===== config.mk =====
export PLATFORM = sky130hd
export DESIGN_NAME = serial_subtractor_ctrl
export DESIGN_NICKNAME = d
export VERILOG_FILES = /design/src/rtl/serial_subtractor_ctrl.sv
export SDC_FILE = /design/constraint.sdc
export NUM_CORES = 1
export LEC_CHECK = 0
export BUFFER_PORTS_ARGS = -buffer_cell sky130_fd_sc_hd__buf_2
export CORE_UTILIZATION = 55
export CTS_CLUSTER_DIAMETER = 200
export DETAILED_ROUTE_END_ITERATION = 10
export PLACE_DENSITY = 0.79
export SLEW_MARGIN = 5
export SYNTH_ARGS = -nofsm -noshare
export SYNTH_HDL_FRONTEND = slang
export SYNTH_SLANG_ARGS = --single-unit

===== constraint.sdc =====
create_clock -name clk -period 1.8 [get_ports clk]
set_input_delay 0.36 -clock clk [delete_from_list [all_inputs] [get_ports clk]]
set_output_delay 0.36 -clock clk [all_outputs]
set_load 0.03 [all_outputs]

===== src/rtl/serial_subtractor_ctrl.sv =====
// Bit-serial subtract sequencer: one full_subtractor cell is reused for WIDTH cycles,
// LSB first, with the borrow carried between cycles in a flip-flop.

module full_subtractor (
    input  logic a,
    input  logic b,
    input  logic Bor_in,
    output logic d,
    output logic Bor_out
);
    assign d       = a ^ b ^ Bor_in;
    assign Bor_out = (~a & b) | (~(a ^ b) & Bor_in);
endmodule

module serial_subtractor_ctrl #(
    parameter int WIDTH = 32
) (
    input  logic             clk,
    input  logic             rst_n,
    input  logic             start,
    input  logic [WIDTH-1:0] a,
    input  logic [WIDTH-1:0] b,
    output logic             busy,
    output logic             done,
    output logic [WIDTH-1:0] diff,
    output logic             borrow_out,
    output logic             zero,
    output logic             overflow
);
    localparam int CNT_W = $clog2(WIDTH);

    localparam logic [1:0] IDLE = 2'd0;
    localparam logic [1:0] RUN  = 2'd1;
    localparam logic [1:0] DONE = 2'd2;

    logic [1:0]       state_reg;
    logic [WIDTH-1:0] a_sr_reg;
    logic [WIDTH-1:0] b_sr_reg;
    logic [WIDTH-1:0] d_sr_reg;
    logic             brw_reg;
    logic [CNT_W-1:0] cnt_reg;
    logic             a_msb_reg;
    logic             b_msb_reg;
    logic [WIDTH-1:0] diff_reg;
    logic             borrow_reg;
    logic             zero_reg;
    logic             overflow_reg;

    logic             fs_d;
    logic             fs_bor;
    logic [WIDTH-1:0] d_sr_next;
    logic             last_bit;

    full_subtractor u_fs (
        .a      (a_sr_reg[0]),
        .b      (b_sr_reg[0]),
        .Bor_in (brw_reg),
        .d      (fs_d),
        .Bor_out(fs_bor)
    );

    // The difference fills from the top so that after WIDTH shifts bit 0 lands at index 0.
    assign d_sr_next = {fs_d, d_sr_reg[WIDTH-1:1]};
    assign last_bit  = (cnt_reg == CNT_W'(WIDTH - 1));

    always_ff @(posedge clk) begin
        if (!rst_n) begin
            state_reg    <= IDLE;
            a_sr_reg     <= '0;
            b_sr_reg     <= '0;
            d_sr_reg     <= '0;
            brw_reg      <= 1'b0;
            cnt_reg      <= '0;
            a_msb_reg    <= 1'b0;
            b_msb_reg    <= 1'b0;
            diff_reg     <= '0;
            borrow_reg   <= 1'b0;
            zero_reg     <= 1'b0;
            overflow_reg <= 1'b0;
        end else begin
            case (state_reg)
                IDLE, DONE: begin
                    if (start) begin
                        state_reg <= RUN;
                        a_sr_reg  <= a;
                        b_sr_reg  <= b;
                        d_sr_reg  <= '0;
                        a_msb_reg <= a[WIDTH-1];
                        b_msb_reg <= b[WIDTH-1];
                        brw_reg   <= 1'b0;
                        cnt_reg   <= '0;
                    end else begin
                        state_reg <= IDLE;
                    end
                end
                RUN: begin
                    a_sr_reg <= a_sr_reg >> 1;
                    b_sr_reg <= b_sr_reg >> 1;
                    d_sr_reg <= d_sr_next;
                    brw_reg  <= fs_bor;
                    cnt_reg  <= cnt_reg + 1'b1;
                    if (last_bit) begin
                        state_reg    <= DONE;
                        diff_reg     <= d_sr_next;
                        borrow_reg   <= fs_bor;
                        zero_reg     <= (d_sr_next == '0);
                        overflow_reg <= (a_msb_reg != b_msb_reg) &&
                                        (d_sr_next[WIDTH-1] != a_msb_reg);
                    end
                end
                default: state_reg <= IDLE;
            endcase
        end
    end

    assign busy       = (state_reg == RUN);
    assign done       = (state_reg == DONE);
    assign diff       = diff_reg;
    assign borrow_out = borrow_reg;
    assign zero       = zero_reg;
    assign overflow   = overflow_reg;

endmodule


==> impl_metrics.yaml, run 1 <==
sta:
  worst_slew_pin_slew_ps: 355.7
  finalCritPeriodShare_pct: 94.97
  setup_viol: 0
  final.hold.worst_slack_ps: 140.6
  final_max_slew_viol_count: 0
  period_needed_ps: 1709
  rsz0062_at_grt: "no"
  worst_clock_skew_ps: 10.26
  worst_relative_slew_slack_pct: 76.07
  tns_ps: 0
  finalHoldViolCount: 0
  top_achievable_clock_speed_mhz: 585.0
  postLayoutSetupSlackWorst_ps: 90.58
global_routing:
  grt_max_degree: 51
  antenna_violations_before_repair: 0
  global_route.peak_usage_layer: "met2"
  use_met3_pct: 7.997
  overflow: 0
  grt_pass1_wl_microns: 20920
  grt.met1_usage_pct: 30.28
  met2_usage_pct: 43.15
  gr_util_all_layers_pct: 25.32
  number_of_global_route_vias_before_repair: 4579
placed_design:
  port_buffers: 103
  globalplace.congestion: 0.7809
  dpl_worst_slack_ps: 122.7
  dp_hpwl_microns: 8038
  placedCellCount: 834
clocking:
  cts_tree: "built"
  cts-root-to-sink-buffers: 2
  clk-insertion-delay-late_ps: 520
  clk_pin_slew_worst_setup_hold_paths_ps: 60
  cts.root.buffer_cell: "clkbuf_8"
  h-tree-depth: 4
  cts_buffers: 17
  clock_sink_count: 140
power_and_ir_drop:
  p_sw_share_pct: 22.77
  vdd.ir_drop.worst_uv: 579.6
  powerDensity_mw_per_mm2: 1105
  power.share.sequential_pct: 42.8
  net_switching_mw: 1.740
  pwr-share-comb_pct: 7.8
  power_report.internal_total_mw: 5.903
  share_clk_of_total_power_pct: 49.4
  total_power_mw: 7.644
  p_leak_nw: 2.713
logic_synthesis:
  ys.warnings.count: 0
  synth.avg_cell_area_sq_um: 8.973
  synth_top_cell_area_share_pct: 49.58
  netlist-cell-type-count: 33
  synth.most_common_cell: "nand2_1"
  synthFlopType: "dfxtp_1"
  synthesis.area_sq_mm: 0.005653
  synth-seq-cells: 140
  ys_seq_area_share_pct: 49.58
  syn-num-nets: 700
  yosys-top-cells-area: "dfxtp_1, nand2_1, a21boi_0, a22oi_1, a21boi_1"
  synthDominantAreaCellType: "dfxtp_1"
  top_cells_by_instance_count_after_synthesis: "nand2_1, dfxtp_1, a21boi_0"
  postSynthCellCount: 630
  async_flop_share_pct: 0
  synth-edff-count: 0
critical_path:
  critical_path.max_fanout: 13
  required_time_of_the_critical_path_ps: 1440
  timing.critical_path.to_type: "output port"
  startpoint_type: "flip-flop"
  r2r_start: "cnt_reg[0]"
  crit-reg2reg-capture: "diff[12]"
  setup.reg_to_reg.worst_slack_ps: 160
  critPathMaxStageDelay_ps: 350
  critical_path.slowest_cell: "dfxtp_1"
  cp_class: "reg2out"
  list_of_cells_traversed_by_the_critical_path: "nand2b_4 > clkinv_8 > buf_4"
  reg2reg_depth: 8
  cp_data_arrival_time_ps: 1350
  worst_setup_path_startpoint: "state_reg[1]"
worst_hold_path:
  min_delay_path_depth: 3
  type_of_the_worst_min_delay_path: "in2reg"
  min_to: "b_sr_reg[31]"
  holdCritStartpoint: "b[31]"
routing:
  route.detailed.wl_per_inst_microns: 14.87
  dr.pass1.iters: 5
  route.antenna.remaining_nets: 0
  drt_iter0_drc: 221
  detail_route.drc_violations: 0
  post_drt_via_cell_ratio: 5.479
  vias: 4750
  detailed_route_wire_length_microns: 12890
die:
  die_area_sq_mm: 0.01069
  starting_utilization_of_the_core_area_pct: 57.31
  placementRows: 36
  io-pin-count: 104
  floorplan_die_height_microns: 103.4
  core_area_sq_mm: 0.009864
  die-width_microns: 103.4
cells_and_area:
  final_std_cells_w_o_fill: 867
  final_net_count: 791
  nFillCells: 780
  insertedDiodeCount: 0
  post_route_cells_drive_above_1_share_pct: 21.93
  area_growth_syn_to_layout_pct: 22.33
run:
  max-cap-violations: 0
outcome:
  status: "finished, final reports clean"
[logic make-up after synthesis]
logic type      synth area share, %
fa+ha+maj                    0.7968
buf+inv                       5.666
simple gates                  17.07
compound gates                26.89
flops                         49.58
[worst max-delay path by stage]
stage | endpoint | cells past startpoint
2_1_floorplan | borrow_out | 7
3_3_place_gp | zero | 6
3_5_place_dp | zero | 6
4_1_cts | busy | 3
5_1_grt | diff[2] | 8
6_report | busy | 3
[power groups by stage]
| stage | clock [mW] | combinational [mW] | sequential [mW] |
|---|---|---|---|
| 2_1_floorplan | 0 | 0.409 | 3.32 |
| 4_1_cts | 3.82 | 0.584 | 3.27 |
| 3_5_place_dp | 0 | 0.577 | 3.34 |
| 6_report | 3.78 | 0.594 | 3.27 |
| 3_3_place_gp | 0 | 0.552 | 3.33 |
| 5_1_grt | 3.98 | 0.657 | 3.28 |
[critical path: cells and delay by family, from the launching register on]
| kind | cells | cell delay (ps) |
|---|---|---|
| buffers and inverters | 2 | 300 |
| flip-flops | 1 | 350 |
| AND/OR/NAND/NOR | 1 | 180 |
[cell type report]
class | instances | area [sq um] | area share, %
clock buffer | 19 | 431.7 | 6.242
clock inverter | 13 | 212.7 | 3.076
inverter | 3 | 23.77 | 0.3438
multi-input combinational | 437 | 2537 | 36.69
sequential | 140 | 2804 | 40.55
tap | 133 | 166.4 | 2.406
timing repair buffer | 121 | 730.7 | 10.57
timing repair inverter | 1 | 8.758 | 0.1267
[placed cells by master (no fill, tap or decap), drive strengths merged]
cell      instances
and2              2
o21a              1
fa                1
clkinvlp          3
a21oi             2
nand2b            2
o211ai            1
ha                2
a22oi            64
nor2              7
a21boi          130
o211a             2
nor4              8
o2bb2ai           1
nor2b             6
nand2           199
nand3b            1
o21ai             2
clkinv            3
bufinv            5
buf             121
nand4             3
and3              3
inv               6
dfxtp           140
clkbuf           19
[per-layer routing]
layer | vias to the layer above | wire length (microns)
met4 | 0 | 223
met3 | 19 | 542
met1 | 2262 | 5636
met5 | - | 0
li1 | 2355 | -
met2 | 114 | 6490
[metrics by stage]
| stage | util, % | instance area [sq um] |
|---|---|---|
| 2_1_floorplan | - | 5653 |
| 3_3_place_gp | 63.29 | 6243 |
| 3_5_place_dp | 63.29 | 6243 |
| 4_1_cts | 69.81 | 6887 |
| 5_1_grt | 70.10 | 6915 |
| 6_report | 70.10 | 6915 |
[repair_timing]
action                                  4_1_cts  5_1_grt
endpoints found under the setup margin        1       11
gates resized for setup                       3        3
pin swaps                                     0        1
setup buffers                                 0        1
gates cloned                                  0        1
hold buffers                                  0        0
Note: power is estimated with default switching activity, not from simulation.
==> inputs of run 2 (changes only) <==
--- a/config.mk
+++ b/config.mk
@@ -5,6 +5,7 @@
 export SDC_FILE = /design/constraint.sdc
 export NUM_CORES = 1
 export LEC_CHECK = 0
+export ABC_AREA = 1
 export BUFFER_PORTS_ARGS = -buffer_cell sky130_fd_sc_hd__buf_2
 export CORE_UTILIZATION = 55
 export CTS_CLUSTER_DIAMETER = 200
==> impl_metrics.yaml, run 2 <==
critical_path:
  setup.reg_to_reg.worst_slack_ps: 170
  critical_path.slowest_cell: "dfxtp_1"
  cp_data_arrival_time_ps: 1350
  startpoint_type: "flip-flop"
  timing.critical_path.to_type: "output port"
  buf_inv_on_cp: 3
  path_depth: 4
  cpLargestDelayFamily: "buffers and inverters"
  list_of_cells_traversed_by_the_critical_path: "inv_1 > nand2_2 > inv_2 > clkbuf_4"
  crit-reg2reg-capture: "diff[23]"
  reg2reg_depth: 8
  critical_path.max_fanout: 4
  r2r_start: "cnt_reg[0]"
  cp_class: "reg2out"
  critPathMaxStageDelay_ps: 300
  required_time_of_the_critical_path_ps: 1440
sta:
  tns_ps: 0
  finalCritPeriodShare_pct: 95.09
  worst_relative_slew_slack_pct: 60.36
  top_achievable_clock_speed_mhz: 584.3
  worst_clock_skew_ps: 8.019
  rsz0062_at_grt: "no"
  period_needed_ps: 1712
  finalHoldViolCount: 0
  final_max_slew_viol_count: 0
  setup_viol: 0
  worst_slew_pin_slew_ps: 594.6
power_and_ir_drop:
  powerDensity_mw_per_mm2: 1080
  vdd.ir_drop.worst_uv: 715.8
  p_leak_nw: 2.691
placed_design:
  placedCellCount: 911
  globalplace.congestion: 0.7511
  port_buffers: 103
  dpl_cell_area_sq_mm: 0.005959
  dp_hpwl_microns: 7676
logic_synthesis:
  yosys-top-cells-area: "dfxtp_1, nand2_1, a31oi_1, a21oi_1, nand3_1"
  syn-num-nets: 785
  synth.most_common_cell: "nand2_1"
  synthFlopType: "dfxtp_1"
  async_flop_share_pct: 0
  postSynthCellCount: 715
  netlist-cell-type-count: 23
  synth.avg_cell_area_sq_um: 7.490
  top_cells_by_instance_count_after_synthesis: "nand2_1, dfxtp_1, a31oi_1"
  ys_seq_area_share_pct: 52.34
  synth_top_cell_area_share_pct: 52.34
  synthDominantAreaCellType: "dfxtp_1"
  ys.warnings.count: 0
  synth-seq-cells: 140
  synth-edff-count: 0
  synthesis.area_sq_mm: 0.005355
clocking:
  clk_pin_slew_worst_setup_hold_paths_ps: 60
  cts-root-to-sink-buffers: 2
  h-tree-depth: 4
  cts_tree: "built"
  post_cts_setup_driven_buffer_insertion_count: 0
  cts.root.buffer_cell: "clkbuf_8"
  cts_buffers: 17
  clock_sink_count: 140
  clk-insertion-delay-late_ps: 510
cells_and_area:
  insertedDiodeCount: 0
  area_growth_syn_to_layout_pct: 21.82
  utilization_pct: 69.94
  layout.cells.most_common: "nand2_1"
  layout.cell_area.non_filler_sq_mm: 0.006524
  nFillCells: 768
  final_net_count: 871
  post_route_cells_drive_above_1_share_pct: 19.16
  final_cell_mix: "nand2_1, dfxtp_1, buf_2"
  final_std_cells_w_o_fill: 943
routing:
  post_drt_via_cell_ratio: 5.302
  vias: 5000
  detailed_route_wire_length_microns: 11860
  detail_route.drc_violations: 0
  drt_iter0_drc: 269
  route.antenna.remaining_nets: 0
  dr.pass1.iters: 5
  route.detailed.wl_per_inst_microns: 12.58
worst_hold_path:
  min_to: "a_sr_reg[12]"
  type_of_the_worst_min_delay_path: "in2reg"
  holdCritStartpoint: "a[12]"
  min_delay_path_depth: 3
die:
  core_area_sq_mm: 0.009328
  floorplan_die_height_microns: 100.7
  starting_utilization_of_the_core_area_pct: 57.41
  io-pin-count: 104
  die_area_sq_mm: 0.01014
  die-width_microns: 100.7
  placementRows: 35
global_routing:
  grt_max_degree: 81
  number_of_global_route_vias_before_repair: 4461
  overflow: 0
  grt_pass1_wl_microns: 19760
  gr_util_all_layers_pct: 24.42
  antenna_violations_before_repair: 0
outcome:
  status: "finished, final reports clean"
run:
  max-cap-violations: 0
run 2: cell count changes in the layout (fill, tap and decap cells not counted), sizes merged, moves of 4 or more:
cell	delta
buf	-8
nand2	+128
a21oi	+40
a21boi	-130
nand3	+34
inv	+16
a31oi	+62
nor2b	-6
nor4	-8
o21ai	+7
a22oi	-64
nor2	+18
bufinv	-4
run 2: repair_timing:
action / 4_1_cts / 5_1_grt
resized for setup: 1 / 2
hold buffers: 0 / 0
endpoints found under the setup margin: 1 / 1
run 2: area by class of cell:
type	count	area, sq um	area share [%]
multi-input cells	509	2253	34.54
flip-flops and latches	140	2804	42.98
clock inverters	13	116.4	1.784
inverters	19	71.32	1.093
clock buffers	19	441.7	6.770
well taps	129	161.4	2.474
repair buffers	114	675.6	10.36
run 2: logic make-up (layout without fill, tap and decap cells):
family / after synthesis / count (layout) / share of synthesized area, %
simple gates: 388 / 388 / 28.36
compound gates: 118 / 118 / 12.69
buf+inv: 66 / 165 / 5.771
flops: 140 / 140 / 52.34
fa+ha+maj: 3 / 3 / 0.8411
run 2: routing by layer:
| metal | vias to the layer above | wire length, microns | track usage, % | part of all wire (%) |
|---|---|---|---|---|
| li1 | 2503 | - | - | - |
| met3 | 19 | 836 | 6.796 | 7.0 |
| met1 | 2283 | 5254 | 29.37 | 44 |
| met2 | 195 | 5584 | 41.31 | 47 |
| met4 | 0 | 188 | 9.810 | 1.6 |
| met5 | - | 0 | 0 | 0 |
run 2: worst min-delay path: stages:
cell	delay [ps]
buf_2	90
nand2_1	50
a31oi_1	70
run 2: per-stage QoR:
step | hold slack (ps) | total power, mW | worst slack (ps)
floorplan | 436.7 | 3.696 | 256.1
global placement | 450.3 | 3.850 | 247.6
detailed placement | 453.7 | 3.869 | 193.4
CTS | 103.9 | 7.077 | 15.99
global route | 107.2 | 7.301 | 40.73
finish | 115.9 | 7.043 | 88.41
run 2: worst max-delay path by stage:
stage                 start    endpoint  slack [ps]
2_1_floorplan    cnt_reg[0]    diff[10]         260
3_3_place_gp     cnt_reg[0]     diff[0]         250
3_5_place_dp     cnt_reg[0]        zero         190
4_1_cts        state_reg[1]        busy          20
5_1_grt          cnt_reg[0]  borrow_out          40
6_report       state_reg[1]        busy          90
run 2: power by group:
part           switching [mW]  total [mW]  internal [mW]
Clock                    1.32        3.23           1.91
Combinational           0.333       0.534          0.201
Sequential             0.0637        3.28           3.21
Total                    1.72        7.04           5.32
